[config.mk]
export PLATFORM = sky130hd
export DESIGN_NAME = branch_predictor_flat
export DESIGN_NICKNAME = d
export VERILOG_FILES = /design/src/rtl/branch_predictor_if.sv /design/src/rtl/branch_predictor.sv /design/src/flat_wrapper.sv
export SDC_FILE = /design/constraint.sdc
export NUM_CORES = 2
export LEC_CHECK = 0
export ABC_AREA = 1
export BUFFER_PORTS_ARGS = -buffer_cell sky130_fd_sc_hd__buf_2
export CAP_MARGIN = 20
export CORE_UTILIZATION = 57
export CTS_BUF_LIST = sky130_fd_sc_hd__clkbuf_16
export DETAILED_ROUTE_END_ITERATION = 6
export GPL_ROUTABILITY_DRIVEN = 1
export PLACE_DENSITY = 0.77
export SYNTH_ARGS = -nofsm -noshare
export SYNTH_HDL_FRONTEND = slang
export SYNTH_SLANG_ARGS = --single-unit
export TNS_END_PERCENT = 50
[constraint.sdc]
create_clock -name clk -period 2.3 [get_ports clk]
set_clock_uncertainty 0.15 [all_clocks]
set_input_delay 0.115 -clock clk [delete_from_list [all_inputs] [get_ports clk]]
set_output_delay 0.115 -clock clk [all_outputs]
set_load 0.05 [all_outputs]
[src/rtl/branch_predictor_if.sv]
`default_nettype none
// ==========================================================================
// branch_predictor_if : fetch lookup, resolution update and flush bundle
// Revision: 1.0
// ==========================================================================
interface branch_predictor_if;
  logic        flush;
  logic        fetchValid;
  logic [31:0] fetchPc;
  logic        predTaken;
  logic [31:0] predTarget;
  logic        predHit;
  logic        updateValid;
  logic        updateIsBranch;
  logic [31:0] updatePc;
  logic        updateTaken;
  logic [31:0] updateTarget;

  // Master is the pipeline side (PC generator + execute resolver).
  modport master (
    output flush, fetchValid, fetchPc,
    output updateValid, updateIsBranch, updatePc, updateTaken, updateTarget,
    input  predTaken, predTarget, predHit
  );

  modport slave (
    input  flush, fetchValid, fetchPc,
    input  updateValid, updateIsBranch, updatePc, updateTaken, updateTarget,
    output predTaken, predTarget, predHit
  );
endinterface
`default_nettype wire

[src/rtl/branch_predictor.sv]
`default_nettype none
// ==========================================================================
// branch_predictor : direct-mapped BTB with 2-bit saturating direction counters
// Revision: 1.0
// ==========================================================================
module branch_predictor #(
  parameter int ENTRY_NUM = 16,
  parameter int INDEX_W   = $clog2(ENTRY_NUM)
) (
  input  logic              clk,
  input  logic              rstN,
  branch_predictor_if.slave bp
);
  localparam int TAG_W = 32 - INDEX_W - 2;

  logic             valid_q  [ENTRY_NUM];
  logic [TAG_W-1:0] tag_q    [ENTRY_NUM];
  logic [31:0]      target_q [ENTRY_NUM];
  logic [1:0]       ctr_q    [ENTRY_NUM];

  logic [INDEX_W-1:0] fetch_idx;
  logic [TAG_W-1:0]   fetch_tag;
  logic [INDEX_W-1:0] upd_idx;
  logic [TAG_W-1:0]   upd_tag;
  logic               fetch_hit;
  logic               upd_hit;
  logic               upd_fire;
  logic [1:0]         ctr_next;
  logic               unused_pc_bits;

  assign fetch_idx = bp.fetchPc[INDEX_W+1:2];
  assign fetch_tag = bp.fetchPc[31:INDEX_W+2];
  assign upd_idx   = bp.updatePc[INDEX_W+1:2];
  assign upd_tag   = bp.updatePc[31:INDEX_W+2];

  // Word-aligned PCs: the low update bits carry no information.
  assign unused_pc_bits = ^bp.updatePc[1:0];

  assign fetch_hit     = valid_q[fetch_idx] && (tag_q[fetch_idx] == fetch_tag);
  assign bp.predHit    = bp.fetchValid && fetch_hit;
  assign bp.predTaken  = bp.predHit && ctr_q[fetch_idx][1];
  assign bp.predTarget = bp.predTaken ? target_q[fetch_idx] : (bp.fetchPc + 32'd4);

  assign upd_hit  = valid_q[upd_idx] && (tag_q[upd_idx] == upd_tag);
  assign upd_fire = bp.updateValid && bp.updateIsBranch;

  always_comb begin
    ctr_next = ctr_q[upd_idx];
    if (bp.updateTaken) begin
      if (ctr_q[upd_idx] != 2'b11) ctr_next = ctr_q[upd_idx] + 2'b01;
    end else begin
      if (ctr_q[upd_idx] != 2'b00) ctr_next = ctr_q[upd_idx] - 2'b01;
    end
  end

  // Flush outranks a same-cycle update; a not-taken miss never allocates.
  always_ff @(posedge clk or negedge rstN) begin
    if (!rstN) begin
      for (int i = 0; i < ENTRY_NUM; i++) begin
        valid_q[i]  <= 1'b0;
        tag_q[i]    <= '0;
        target_q[i] <= '0;
        ctr_q[i]    <= 2'b01;
      end
    end else if (bp.flush) begin
      for (int i = 0; i < ENTRY_NUM; i++) begin
        valid_q[i] <= 1'b0;
      end
    end else if (upd_fire) begin
      if (upd_hit) begin
        ctr_q[upd_idx] <= ctr_next;
        if (bp.updateTaken) target_q[upd_idx] <= bp.updateTarget;
      end else if (bp.updateTaken) begin
        valid_q[upd_idx]  <= 1'b1;
        tag_q[upd_idx]    <= upd_tag;
        target_q[upd_idx] <= bp.updateTarget;
        ctr_q[upd_idx]    <= 2'b10;
      end
    end
  end
endmodule
`default_nettype wire

[src/flat_wrapper.sv]
// flat-port wrapper written by rule: the top's interface ports become plain ports
module branch_predictor_flat 
#(
  parameter int ENTRY_NUM = 16,
  parameter int INDEX_W   = $clog2(ENTRY_NUM)
)
  (clk, rstN, bp_flush, bp_fetchValid, bp_fetchPc, bp_updateValid, bp_updateIsBranch, bp_updatePc, bp_updateTaken, bp_updateTarget, bp_predTaken, bp_predTarget, bp_predHit);
  branch_predictor_if bp_i ();
  input  logic clk;
  input  logic rstN;
  input wire logic [$bits(bp_i.flush)-1:0] bp_flush;
  input wire logic [$bits(bp_i.fetchValid)-1:0] bp_fetchValid;
  input wire logic [$bits(bp_i.fetchPc)-1:0] bp_fetchPc;
  input wire logic [$bits(bp_i.updateValid)-1:0] bp_updateValid;
  input wire logic [$bits(bp_i.updateIsBranch)-1:0] bp_updateIsBranch;
  input wire logic [$bits(bp_i.updatePc)-1:0] bp_updatePc;
  input wire logic [$bits(bp_i.updateTaken)-1:0] bp_updateTaken;
  input wire logic [$bits(bp_i.updateTarget)-1:0] bp_updateTarget;
  output wire logic [$bits(bp_i.predTaken)-1:0] bp_predTaken;
  output wire logic [$bits(bp_i.predTarget)-1:0] bp_predTarget;
  output wire logic [$bits(bp_i.predHit)-1:0] bp_predHit;
  assign bp_i.flush = bp_flush;
  assign bp_i.fetchValid = bp_fetchValid;
  assign bp_i.fetchPc = bp_fetchPc;
  assign bp_i.updateValid = bp_updateValid;
  assign bp_i.updateIsBranch = bp_updateIsBranch;
  assign bp_i.updatePc = bp_updatePc;
  assign bp_i.updateTaken = bp_updateTaken;
  assign bp_i.updateTarget = bp_updateTarget;
  assign bp_predTaken = bp_i.predTaken;
  assign bp_predTarget = bp_i.predTarget;
  assign bp_predHit = bp_i.predHit;
  branch_predictor #(.ENTRY_NUM(ENTRY_NUM), .INDEX_W(INDEX_W)) u_core (.clk(clk), .rstN(rstN), .bp(bp_i));
endmodule
==> summary.md <==
| Metric | Value |
|---|---|
| Outcome | finished with violations |
| Violated checks | design-rule violations, negative hold slack, negative setup slack |
| Power consumption | roughly 43 mW |
| CP endpoint kind | output pin |
| WL per Instance | around 24 um |
| Final worst hold slack | -4.25 ps |
| Mean number of vias per cell | 6.26 |
| Core area | roughly 90000 sq um |
| P_leak | 30.4 nW |
| IR drop worst, VDD | 0.000697 V |
| Final Max Tran Viols | 0 |
| Pre-CTS WS | -894 ps |
| Critical path peak fanout | 6 |
| Final routed wirelength across all metal layers | 201 mm |
| Number of DRC markers after the initial detailed-route iteration | 8031 |
| Antenna violations before repair | 1 |
| Cell Count Post-Placement | around 8000 |
| Post-route insts no fill | roughly 8500 |
| Final critical-path required period | 3730 ps |
| Number of clock sinks | 976 |
| Worst endpoint required time | 2040 ps |
| Transition time at the pin with the least slew margin | 1340 ps |
| Total power per unit cell area | 680 nW/um^2 |
| Routed vias | approximately 53000 |
| Number of register bits inferred by synthesis | 976 |
| Post-synthesis cell type count | 49 |
| GPL Wtd Cong | roughly 1.1 |
| Clock transition at path regs | 70 ps |
| Average size of a mapped cell | 7.48 sq um |
| Total cell area at the placement stage | 57400 sq um |
| Final count of hold timing violations | 3 |
| Number of port buffers | 134 |
| Part of the Yosys area used for sequential elements | 0.482 |
| Worst Setup Path Type | reg -> out |
| Detailed-routing iteration count for the pre-antenna-repair pass | 7 |
| Die extent in x | roughly 300 um |
| Drc violations | 7 |
| Net count of the mapped netlist | 6883 |
| Crit path setup slack, layout | -1430 ps |
| Count of final setup violators | 498 |
| I/O pin total | 137 |
| Placement row count | approximately 110 |
| Number of maximum-capacitance constraint violations | 0 |
| Maximum number of pins on one net before global-route repair | 140 |
| Number of global-route vias before repair | 49700 |
| Detailed placement HPWL | 121 mm |
| Root Driver | sky130_fd_sc_hd__clkbuf_16 |
| EDFF count, synth | 0 |
| Commonest cells after routing, fill and taps aside | 2085 x sky130_fd_sc_hd__nand2_1, 1179 x sky130_fd_sc_hd__o21ai_0, 960 x sky130_fd_sc_hd__dfrtp_1, 545 x sky130_fd_sc_hd__buf_4, 472 x sky130_fd_sc_hd__nor2_1 |
| Post-Synthesis Cells | between 6000 and 7000 |
| Final worst-path cycle share | 1.62 |
| Crit path arrival time | 3460 ps |
| Main flop type after synthesis | sky130_fd_sc_hd__dfrtp_1 |
| Clock tree from TritonCTS | yes |
| Class of the worst hold path | in -> async |
| Share of async-settable or async-resettable flops after synthesis | 1.00 |
| Initial Util | 0.575 |
| Num CTS Buffers | between 100 and 150 |
| Source-to-sink clock delay at the later pin of the worst-skew pair | 750 ps |
| Antenna diode instance count | 0 |
| Unrepaired setup endpoints after global routing | yes |
| Highest clock frequency the design can meet | 0.268 GHz |
| Most frequent standard cell in the layout excluding fill and tap cells | sky130_fd_sc_hd__nand2_1 |
| Layout Nets | 7392 |
| Worst slew margin | 0.104 |
| DIE AREA | roughly 90000 sq um |
| Combined area of all synthesized cells | around 51000 sq um |
| Leftover overflow at the end of global routing | 0 |
| Maximum buffer depth of the clock tree | 3 |
| Startpoint types | flop |
| Core Util, Final | 0.722 |
| Syn. warnings | 0 |
| Max H-tree Level | 3 |
| Number of nets with antenna violations after detailed routing | 0 |
| Global-route wire length before repair | 296 mm |
| Cell area after layout | ~64000 sq um |
| DIE HEIGHT | 300 um |
| GR Util All Layers | 0.431 |
| Share of layout cells above drive strength 1 | 0.176 |
| Area Overhead vs Synth | 25.6% |
[cell families (layout without fill, tap and decap cells)]
group                      after synthesis  after routing  share of synthesized area
buffers and inverters                  877           1473                     0.0773
DFF                                    976            976                      0.482
xor gates and xnor gates                26             26                    0.00449
adders and majority gates                1              1                   0.000247
AOI/OAI and AO/OA                     2039           2039                      0.215
and+or+nand+nor                       2860           2862                      0.221
[repair_timing]
action / 4_1_cts / 5_1_grt
pin swaps: 39 / 56
setup buffers: 25 / 25
setup endpoints to repair: 498 / 498
endpoints found under the hold margin: 1920 / 0
resized for setup: 224 / 194
cloned: 24 / 13
hold buffers: 62 / 0
[critical path, cell delays in order, from the launching register on]
cell	delay, ps
sky130_fd_sc_hd__dfrtp_1	410
sky130_fd_sc_hd__inv_2	80
sky130_fd_sc_hd__nand2_1	60
sky130_fd_sc_hd__o211ai_1	110
sky130_fd_sc_hd__nand2_1	100
sky130_fd_sc_hd__nand2_1	90
sky130_fd_sc_hd__nand2_1	90
sky130_fd_sc_hd__inv_2	130
sky130_fd_sc_hd__nand2_4	80
sky130_fd_sc_hd__nand2_4	90
sky130_fd_sc_hd__o21ai_2	60
sky130_fd_sc_hd__nor2_1	110
sky130_fd_sc_hd__nand2_1	70
sky130_fd_sc_hd__nor2_2	120
sky130_fd_sc_hd__nand2_2	80
sky130_fd_sc_hd__nor2_4	230
sky130_fd_sc_hd__nand2_4	170
sky130_fd_sc_hd__buf_6	180
sky130_fd_sc_hd__o21ai_4	310
sky130_fd_sc_hd__buf_12	190
[cell usage after synthesis (2+ instances only)]
cell | count | share of area
sky130_fd_sc_hd__nor3_2 | 2 | 0.00039
sky130_fd_sc_hd__dfrtp_1 | 960 | 0.47
sky130_fd_sc_hd__o2111ai_1 | 16 | 0.0028
sky130_fd_sc_hd__a221oi_1 | 15 | 0.0026
sky130_fd_sc_hd__nor2_4 | 2 | 0.00044
sky130_fd_sc_hd__nand2_1 | 2188 | 0.16
sky130_fd_sc_hd__inv_1 | 328 | 0.024
sky130_fd_sc_hd__nand2_2 | 7 | 0.00086
sky130_fd_sc_hd__o22ai_1 | 94 | 0.012
sky130_fd_sc_hd__inv_2 | 12 | 0.00089
sky130_fd_sc_hd__a31oi_1 | 8 | 0.00099
sky130_fd_sc_hd__nand4_1 | 13 | 0.0016
sky130_fd_sc_hd__o211a_1 | 7 | 0.0014
sky130_fd_sc_hd__buf_2 | 117 | 0.012
sky130_fd_sc_hd__nand2_8 | 10 | 0.0039
sky130_fd_sc_hd__o221ai_1 | 40 | 0.0069
sky130_fd_sc_hd__a32o_1 | 17 | 0.0034
sky130_fd_sc_hd__clkbuf_2 | 6 | 0.00059
sky130_fd_sc_hd__dfstp_2 | 16 | 0.0083
sky130_fd_sc_hd__o21ai_1 | 151 | 0.015
sky130_fd_sc_hd__a21oi_1 | 185 | 0.018
sky130_fd_sc_hd__nand3_1 | 124 | 0.012
sky130_fd_sc_hd__nor2_1 | 491 | 0.036
sky130_fd_sc_hd__nor3_1 | 14 | 0.0014
sky130_fd_sc_hd__o21ai_0 | 1436 | 0.14
sky130_fd_sc_hd__xor2_1 | 26 | 0.0045
sky130_fd_sc_hd__buf_1 | 15 | 0.0011
sky130_fd_sc_hd__buf_6 | 42 | 0.0093
sky130_fd_sc_hd__a22oi_1 | 18 | 0.0027
sky130_fd_sc_hd__nand3b_1 | 3 | 0.00044
sky130_fd_sc_hd__o211ai_1 | 47 | 0.0070
sky130_fd_sc_hd__buf_4 | 35 | 0.0052
sky130_fd_sc_hd__inv_4 | 2 | 0.00025
sky130_fd_sc_hd__clkbuf_1 | 317 | 0.023
[worst paths after layout]
check	startpoint	end	slack, ps	cells past startpoint
min in group clk	bp_updateTaken	u_core.ctr_q[2]	20	7
max in group asynchronous	rstN	u_core.valid_q[8]	150	5
hold reg to reg	u_core.ctr_q[2]	u_core.ctr_q[2]	310	2
setup reg to reg	u_core.valid_q[2]	u_core.tag_q[22]	-790	17
hold / removal	rstN	u_core.target_q[265]	-4	3
setup / recovery	u_core.tag_q[127]	bp_predTarget[13]	-1430	19
[metrics by stage]
step,setup TNS (ps),hold WS (ps)
after floorplan,-44420,-331
after global placement,-333630,-146
after detailed placement,-362450,-146
after CTS,-258640,12.2
after global routing,-384710,65.0
final,-348490,-4.25
[cell type report]
type / count / area, sq um
Multi-Input combinational cell: 4928 / 23400
Timing Repair inverter: 1 / 30.0
Inverter: 344 / 1380
Fill cell: 6541 / 24600
Tap cell: 1165 / 1460
Clock inverter: 90 / 698
Sequential cell: 976 / 24400
Clock buffer: 106 / 2650
Timing Repair Buffer: 932 / 9620
[sequential cells by signal (all words and copies together) (netlist names)]
register	cells
u_core.tag_q	416
u_core.target_q	512
u_core.valid_q	16
u_core.ctr_q	32
[metal layers]
| layer | wire length [um] | part of all wire | GRT usage |
|---|---|---|---|
| met1 | 71200 | 0.35 | 0.561 |
| met2 | 86200 | 0.43 | 0.636 |
| met3 | 28600 | 0.14 | 0.117 |
| met4 | 15400 | 0.077 | 0.279 |
| met5 | 13 | 0.000065 | 0 |
[where the power goes]
group | switching [mW] | total (mW) | internal, mW
clock network | 7.59 | 16.8 | 9.19
logic | 4.44 | 7.10 | 2.66
registers | 0.867 | 19.4 | 18.5
total | 12.9 | 43.3 | 30.4
Power figures use the tool's default switching activity.
